**config.mk**
```make
export PLATFORM = sky130hd
export DESIGN_NAME = id_stage_pipe
export DESIGN_NICKNAME = d
export VERILOG_FILES = /design/src/rtl/id_pkg.sv /design/src/rtl/id_regfile.sv /design/src/rtl/id_stage_pipe.sv
export SDC_FILE = /design/constraint.sdc
export NUM_CORES = 2
export LEC_CHECK = 0
export ABC_AREA = 1
export CORE_UTILIZATION = 33
export CTS_CLUSTER_DIAMETER = 80
export DETAILED_ROUTE_END_ITERATION = 8
export PLACE_DENSITY_LB_ADDON = 0.05
export SYNTH_ARGS = -nofsm -noshare
export SYNTH_HDL_FRONTEND = slang
export SYNTH_HIERARCHICAL = 1
export SYNTH_SLANG_ARGS = --single-unit
```
**constraint.sdc**
```tcl
create_clock -name clk -period 8.3 [get_ports clk]
set_clock_uncertainty 0.05 [all_clocks]
set_input_delay 2.49 -clock clk [delete_from_list [all_inputs] [get_ports clk]]
set_output_delay 2.49 -clock clk [all_outputs]
set_load 0.03 [all_outputs]
```
**src/rtl/id_pkg.sv**
```systemverilog
// Shared decode definitions for the ID stage: instruction field positions
// and the constant-extension mode encoding.
package id_pkg;

  localparam int OP_HI   = 31;
  localparam int OP_LO   = 29;
  localparam int RF_HI   = 28;
  localparam int RA_HI   = 23;
  localparam int RB_HI   = 18;
  localparam int FUNC_HI = 1;

  // Register fields are 5 bits wide; narrower files use the low bits.
  localparam int RF_LO   = RF_HI - 4;
  localparam int RA_LO   = RA_HI - 4;
  localparam int RB_LO   = RB_HI - 4;
  localparam int FUNC_LO = FUNC_HI - 1;
  localparam int CONST_HI = RF_HI;

  typedef enum logic [1:0] {
    EXT_Z14 = 2'b00,
    EXT_S14 = 2'b01,
    EXT_Z19 = 2'b10,
    EXT_Z29 = 2'b11
  } ext_sel_t;

endpackage

```
**src/rtl/id_regfile.sv**
```systemverilog
// Two-read, one-write register file with register 0 hardwired to zero.
// Reads are combinational; the write lands on the rising clock edge.
module id_regfile #(
  parameter  int N    = 32,
  parameter  int REGS = 32,
  localparam int RW   = $clog2(REGS)
) (
  input  logic          clk,
  input  logic          reset,
  input  logic          we,
  input  logic [RW-1:0] rw,
  input  logic [N-1:0]  wd,
  input  logic [RW-1:0] addr_a,
  input  logic [RW-1:0] addr_b,
  output logic [N-1:0]  rd_a,
  output logic [N-1:0]  rd_b
);

  logic [N-1:0] mem [REGS];

  always_ff @(posedge clk or negedge reset) begin
    if (!reset) begin
      for (int i = 0; i < REGS; i++) mem[i] <= '0;
    end else if (we && rw != '0) begin
      mem[rw] <= wd;
    end
  end

  assign rd_a = (addr_a == '0) ? '0 : mem[addr_a];
  assign rd_b = (addr_b == '0) ? '0 : mem[addr_b];

endmodule

```
**src/rtl/id_stage_pipe.sv**
```systemverilog
// Registered decode stage with ID/EX handshake, load-use bubbles, flush and
// a saturating stall counter. Define ID_WB_BYPASS_EN to forward same-cycle writeback.
module id_stage_pipe #(
  parameter  int N       = 32,
  parameter  int REGS    = 32,
  parameter  int STALL_W = 16,
  localparam int RW      = $clog2(REGS)
) (
  input  logic               clk,
  input  logic               reset,
  input  logic               in_valid,
  output logic               in_ready,
  input  logic [N-1:0]       instruction,
  input  logic               rb_selector,
  input  logic [1:0]         ext_selector,
  input  logic               flush,
  input  logic               ex_load_pending,
  input  logic [RW-1:0]      ex_rf,
  input  logic               we,
  input  logic [RW-1:0]      rw,
  input  logic [N-1:0]       wd,
  output logic               out_valid,
  input  logic               out_ready,
  output logic [2:0]         op,
  output logic [1:0]         func,
  output logic [RW-1:0]      ra,
  output logic [RW-1:0]      rb,
  output logic [RW-1:0]      rf,
  output logic [N-1:0]       rda,
  output logic [N-1:0]       rdb,
  output logic [N-1:0]       extended,
  output logic [STALL_W-1:0] stall_cnt
);

  import id_pkg::*;

  logic [RW-1:0] ra_f, rb_f, rf_f, src_b;
  logic [N-1:0]  rf_rd_a, rf_rd_b, data_a, data_b, ext_val;
  logic          hazard, advance, accept;

  assign ra_f  = instruction[RA_LO +: RW];
  assign rb_f  = instruction[RB_LO +: RW];
  assign rf_f  = instruction[RF_LO +: RW];
  assign src_b = rb_selector ? rf_f : rb_f;

  id_regfile #(.N(N), .REGS(REGS)) u_regfile (
    .clk    (clk),
    .reset  (reset),
    .we     (we),
    .rw     (rw),
    .wd     (wd),
    .addr_a (ra_f),
    .addr_b (src_b),
    .rd_a   (rf_rd_a),
    .rd_b   (rf_rd_b)
  );

`ifdef ID_WB_BYPASS_EN
  assign data_a = (we && rw != '0 && rw == ra_f)  ? wd : rf_rd_a;
  assign data_b = (we && rw != '0 && rw == src_b) ? wd : rf_rd_b;
`else
  assign data_a = rf_rd_a;
  assign data_b = rf_rd_b;
`endif

  // A load in EX targeting one of our sources must land before we read it.
  assign hazard  = ex_load_pending && (ex_rf != '0) && in_valid &&
                   ((ra_f == ex_rf) || (src_b == ex_rf));
  assign advance = !out_valid || out_ready || flush;
  assign in_ready = flush || (!hazard && (!out_valid || out_ready));
  assign accept   = in_valid && in_ready && !flush;

  always_comb begin
    ext_val = '0;
    case (ext_sel_t'(ext_selector))
      EXT_Z14: ext_val = {{(N-14){1'b0}}, instruction[13:0]};
      EXT_S14: ext_val = {{(N-14){instruction[13]}}, instruction[13:0]};
      EXT_Z19: ext_val = {{(N-19){1'b0}}, instruction[18:0]};
      EXT_Z29: ext_val = {{(N-CONST_HI-1){1'b0}}, instruction[CONST_HI:0]};
      default: ext_val = '0;
    endcase
  end

  always_ff @(posedge clk or negedge reset) begin
    if (!reset) begin
      out_valid <= 1'b0;
      op        <= '0;
      func      <= '0;
      ra        <= '0;
      rb        <= '0;
      rf        <= '0;
      rda       <= '0;
      rdb       <= '0;
      extended  <= '0;
    end else begin
      if (advance) out_valid <= (flush || hazard) ? 1'b0 : in_valid;
      if (accept) begin
        op       <= instruction[OP_HI:OP_LO];
        func     <= instruction[FUNC_HI:FUNC_LO];
        ra       <= ra_f;
        rb       <= rb_f;
        rf       <= rf_f;
        rda      <= data_a;
        rdb      <= data_b;
        extended <= ext_val;
      end
    end
  end

  // Flush overrides a coincident hazard, so such cycles are not counted.
  always_ff @(posedge clk or negedge reset) begin
    if (!reset) begin
      stall_cnt <= '0;
    end else if (hazard && !flush && stall_cnt != '1) begin
      stall_cnt <= stall_cnt + 1'b1;
    end
  end

endmodule

```
==> summary by stage <==
Run status
The run finished with clean final reports.

Layout
In the layout the commonest cells are 3,103 x sky130_fd_sc_hd__nand2_1, 1,153 x sky130_fd_sc_hd__dfrtp_1, 1,104 x sky130_fd_sc_hd__nand3_1. From synthesis to final layout, the design area changed by 13.6%. The final standard cell utilization of the core is 37.8%. The post-layout instance count excluding filler cells is 11.5k. At the end of the flow, the number of nets in the layout was 8,918. The most frequent standard cell in the layout excluding fill and tap cells is sky130_fd_sc_hd__nand2_1. The fraction of final layout cells with drive strength greater than 1 is 4.87%.

The filler cells instantiated in the layout total 20.1k.

Yosys
The top cell type by area accounts for 45.4% of the synthesized area. In the synthesized netlist the dominant register cell turns out to be sky130_fd_sc_hd__dfrtp_1. By area the synthesized netlist is led by sky130_fd_sc_hd__dfrtp_1 45%, sky130_fd_sc_hd__nand2_1 18%, sky130_fd_sc_hd__nand3_1 8.7%, sky130_fd_sc_hd__o21ai_0 7.9%, sky130_fd_sc_hd__nor2_1 3.9%.

The number of flip-flops and latches in the synthesized netlist is 1,153. The average cell area after synthesis is 6.99 µm². The summed instance area of the synthesized netlist is 63,600 µm². Counting every net in the synthesized netlist gives 9,173. The proportion of synthesized chip area in sequential cells is 45.4%. The synthesized instance count is 9,088. sky130_fd_sc_hd__dfrtp_1 takes more of the synthesized area than any other cell.

The synthesized design contains 0 enable-type register cells. For this run, asynchronously set or reset flops after synthesis account for 100%. Synthesis instantiated 33 different standard cells from the library. The total number of yosys warnings is 6.

Placement
The number of cells in the design after placement is 11.2k. At the placement stage, the worst setup path has a slack of 907 ps. The count of buffers added on input and output ports is 217. The congestion estimate from routability-driven global placement came to 0.846. The placed wire-length estimate is 161,000 µm.

Route
The DRC marker count from the first detailed-route iteration is 6,164. The number of vias per cell is 5.38. The remaining design rule violation count is 0. The detailed-route wire length per cell is 25.3 µm. The post-detailed-route count of antenna-violating nets is 0.

The number of detailed-route iterations in the first pass is 7. After detailed routing, the total wire length is 290,000 µm. The via count is 61.7k.

Clock network
The clock insertion delay at the later pin of the skew report is 820 ps. The total number of clock tree sinks is 1,153. TritonCTS created 148 clock buffers. The longest clock path from root to sink contains 3 buffers. The number of gates resized after cts is 0. The count of hold-fix buffers inserted at cts is 0. The clock-pin slew of the registers on the worst-case setup and hold paths is 50 ps. The maximum level of the CTS H-tree is 4. The number of buffers inserted to repair setup after CTS is 0. The cell sitting at the root of the clock tree is a sky130_fd_sc_hd__clkbuf_16. TritonCTS built the clock tree.

GRT
Entering global routing, the biggest net connects 172 pins. The initial antenna violation count is 17. The global-route wire length before repair is 423,000 µm. The via count of the first global-routing pass came to 59.2k. The total global-route track usage is 29.7%. The total overflow left after global routing is 0.

Worst setup path
The critical path class is input pin to output pin. The kind of cell with the highest combined delay along the critical path is buffers and inverters. The sort of element at the start of the critical path is an input pin. The worst path buffer plus inverter count is 2. At the worst endpoint, the required time is 5760 ps. STA classifies the critical path endpoint as an output pin. The signal on the critical path passes through clkdlybuf4s50_1 > nand2_1 > nand3_1 > nand2_1 > nor2_1 > nand3_1 > a21oi_2 > a21oi_1 > clkdlybuf4s50_1. The highest cell delay on the worst timing path is 760 ps. On the critical path, the stage with the largest delay is an instance of sky130_fd_sc_hd__clkdlybuf4s50_1.

The worst endpoint data arrival time is 4870 ps. Of all nets on the critical path, the largest fanout is 9.

Timing
The count of final max-slew check failures is 0. The worst-margin pin slew is 1200 ps. The number of failing setup endpoints in the final timing report is 0. The number of hold violations in the final report came to 0.

The smallest clock period supported by the final layout is computed as 7410 ps. The post-route fraction of the period consumed by the critical path is 89.3%. Adding up every negative setup slack in the final design gives 0 ps.

The final critical-path setup slack is 889 ps. Setup repair after global routing left no endpoint under its margin. Headroom to the max-slew limit came out at 20.3%. The maximum achievable frequency is 0.135 GHz.

Run
The tool flagged a number of max-cap violations equal to 0.

Die
The vertical die dimension is 441 µm. The number of top-level design ports is 218. The area of the core region is 191,000 µm². The initial utilization of the core area, before any placement, comes to 33.3%.

The die is 441 µm wide. The die covers 194,000 µm². The number of core rows is 160.

Power and ir drop
The total power draw is 18.3 mW. The peak ir drop on the vdd network is 0.193 mV. For this design the static power due to leakage is 33.7 nW. The power density of the placed cells is 253 nW/µm².

Worst hold path
In this run the worst hold path is classified as register to register.
-- power by group --
part	total, mW	leakage (nW)	switching [mW]	internal (mW)
clock network	6.67	2.42	2.68	4.00
registers	7.56	14.0	0.763	6.80
logic	4.06	17.2	2.67	1.38
total	18.3	33.7	6.11	12.2
-- flip-flops by register name (all words and copies together) (netlist names) --
register	count
func	1
out_valid	1
stall_cnt	16
rb	5
rdb	32
rda	32
ra	5
rf	5
extended	29
op	3
u_regfile/mem	1024
-- worst paths after layout --
path / startpoint / depth (start not counted) / to / slack, ps
max: rb_selector / 9 / in_ready / 890
min: u_regfile/mem[993]$_DFFE_PN0P_ / 0 / u_regfile/mem[993]$_DFFE_PN0P_ / 350
max reg2reg: out_valid$_DFFE_PN0P_ / 9 / rdb[18]$_DFFE_PN0P_ / 5590
min reg2reg: u_regfile/mem[993]$_DFFE_PN0P_ / 0 / u_regfile/mem[993]$_DFFE_PN0P_ / 350
max in group asynchronous: reset / 2 / u_regfile/mem[443]$_DFFE_PN0P_ / 4990
min in group asynchronous: reset / 1 / u_regfile/mem[137]$_DFFE_PN0P_ / 1630
-- cells by family (layout without fill, tap and decap cells) --
logic type	after synthesis	count (layout)	synth area share [%]
other	0	2	0
AO/OA/AOI/OAI	1679	1679	14.0
XOR/XNOR	17	17	0.234
AND/OR/NAND/NOR	4939	4939	31.9
buffers and inverters	1299	1158	8.40
adder cells (fa/ha/maj)	1	1	0.0197
flip-flops	1153	1153	45.4
-- metal layers --
| layer | global-route usage [%] | vias to the layer above | share of wire (%) |
|---|---|---|---|
| met5 | 0 | - | 0.021 |
| met4 | 9.19 | 10 | 3.1 |
| met2 | 47.3 | 2226 | 45 |
| met1 | 41.8 | 30200 | 46 |
| li1 | - | 28800 | - |
| met3 | 3.84 | 430 | 6.1 |
-- area by class of cell --
class                   count  area [µm²]  area share [%]
multi-input cells        6636       29600            41.0
flip-flops and latches   1153       28900            40.0
clock buffers             234        4560            6.31
repair buffers            356        3580            4.96
well taps                2511        3140            4.35
inverters                 538        2070            2.86
clock inverters            30         383           0.530
diodes                      2        5.00         0.00693
-- stage by stage --
step / hold WS [ps] / area [µm²]
3_5_place_dp: 341 / 67200
5_1_grt: 359 / 72200
6_report: 352 / 72200
2_1_floorplan: 400 / 63600
3_3_place_gp: 336 / 67200
4_1_cts: 353 / 72200
-- synthesized netlist by cell type (13+ instances only) --
cell type	n
sky130_fd_sc_hd__o21ai_1	37
sky130_fd_sc_hd__buf_2	169
sky130_fd_sc_hd__nand3_1	1109
sky130_fd_sc_hd__o211ai_1	205
sky130_fd_sc_hd__dfrtp_1	1153
sky130_fd_sc_hd__nand4_1	20
sky130_fd_sc_hd__buf_6	14
sky130_fd_sc_hd__xor2_1	13
sky130_fd_sc_hd__nand2_1	3111
sky130_fd_sc_hd__inv_1	522
sky130_fd_sc_hd__o21ai_0	1001
sky130_fd_sc_hd__buf_1	70
sky130_fd_sc_hd__clkbuf_1	459
sky130_fd_sc_hd__a21oi_1	435
sky130_fd_sc_hd__clkbuf_2	18
sky130_fd_sc_hd__buf_4	31
sky130_fd_sc_hd__nor2_1	653
Note: power is estimated with default switching activity, not from simulation.
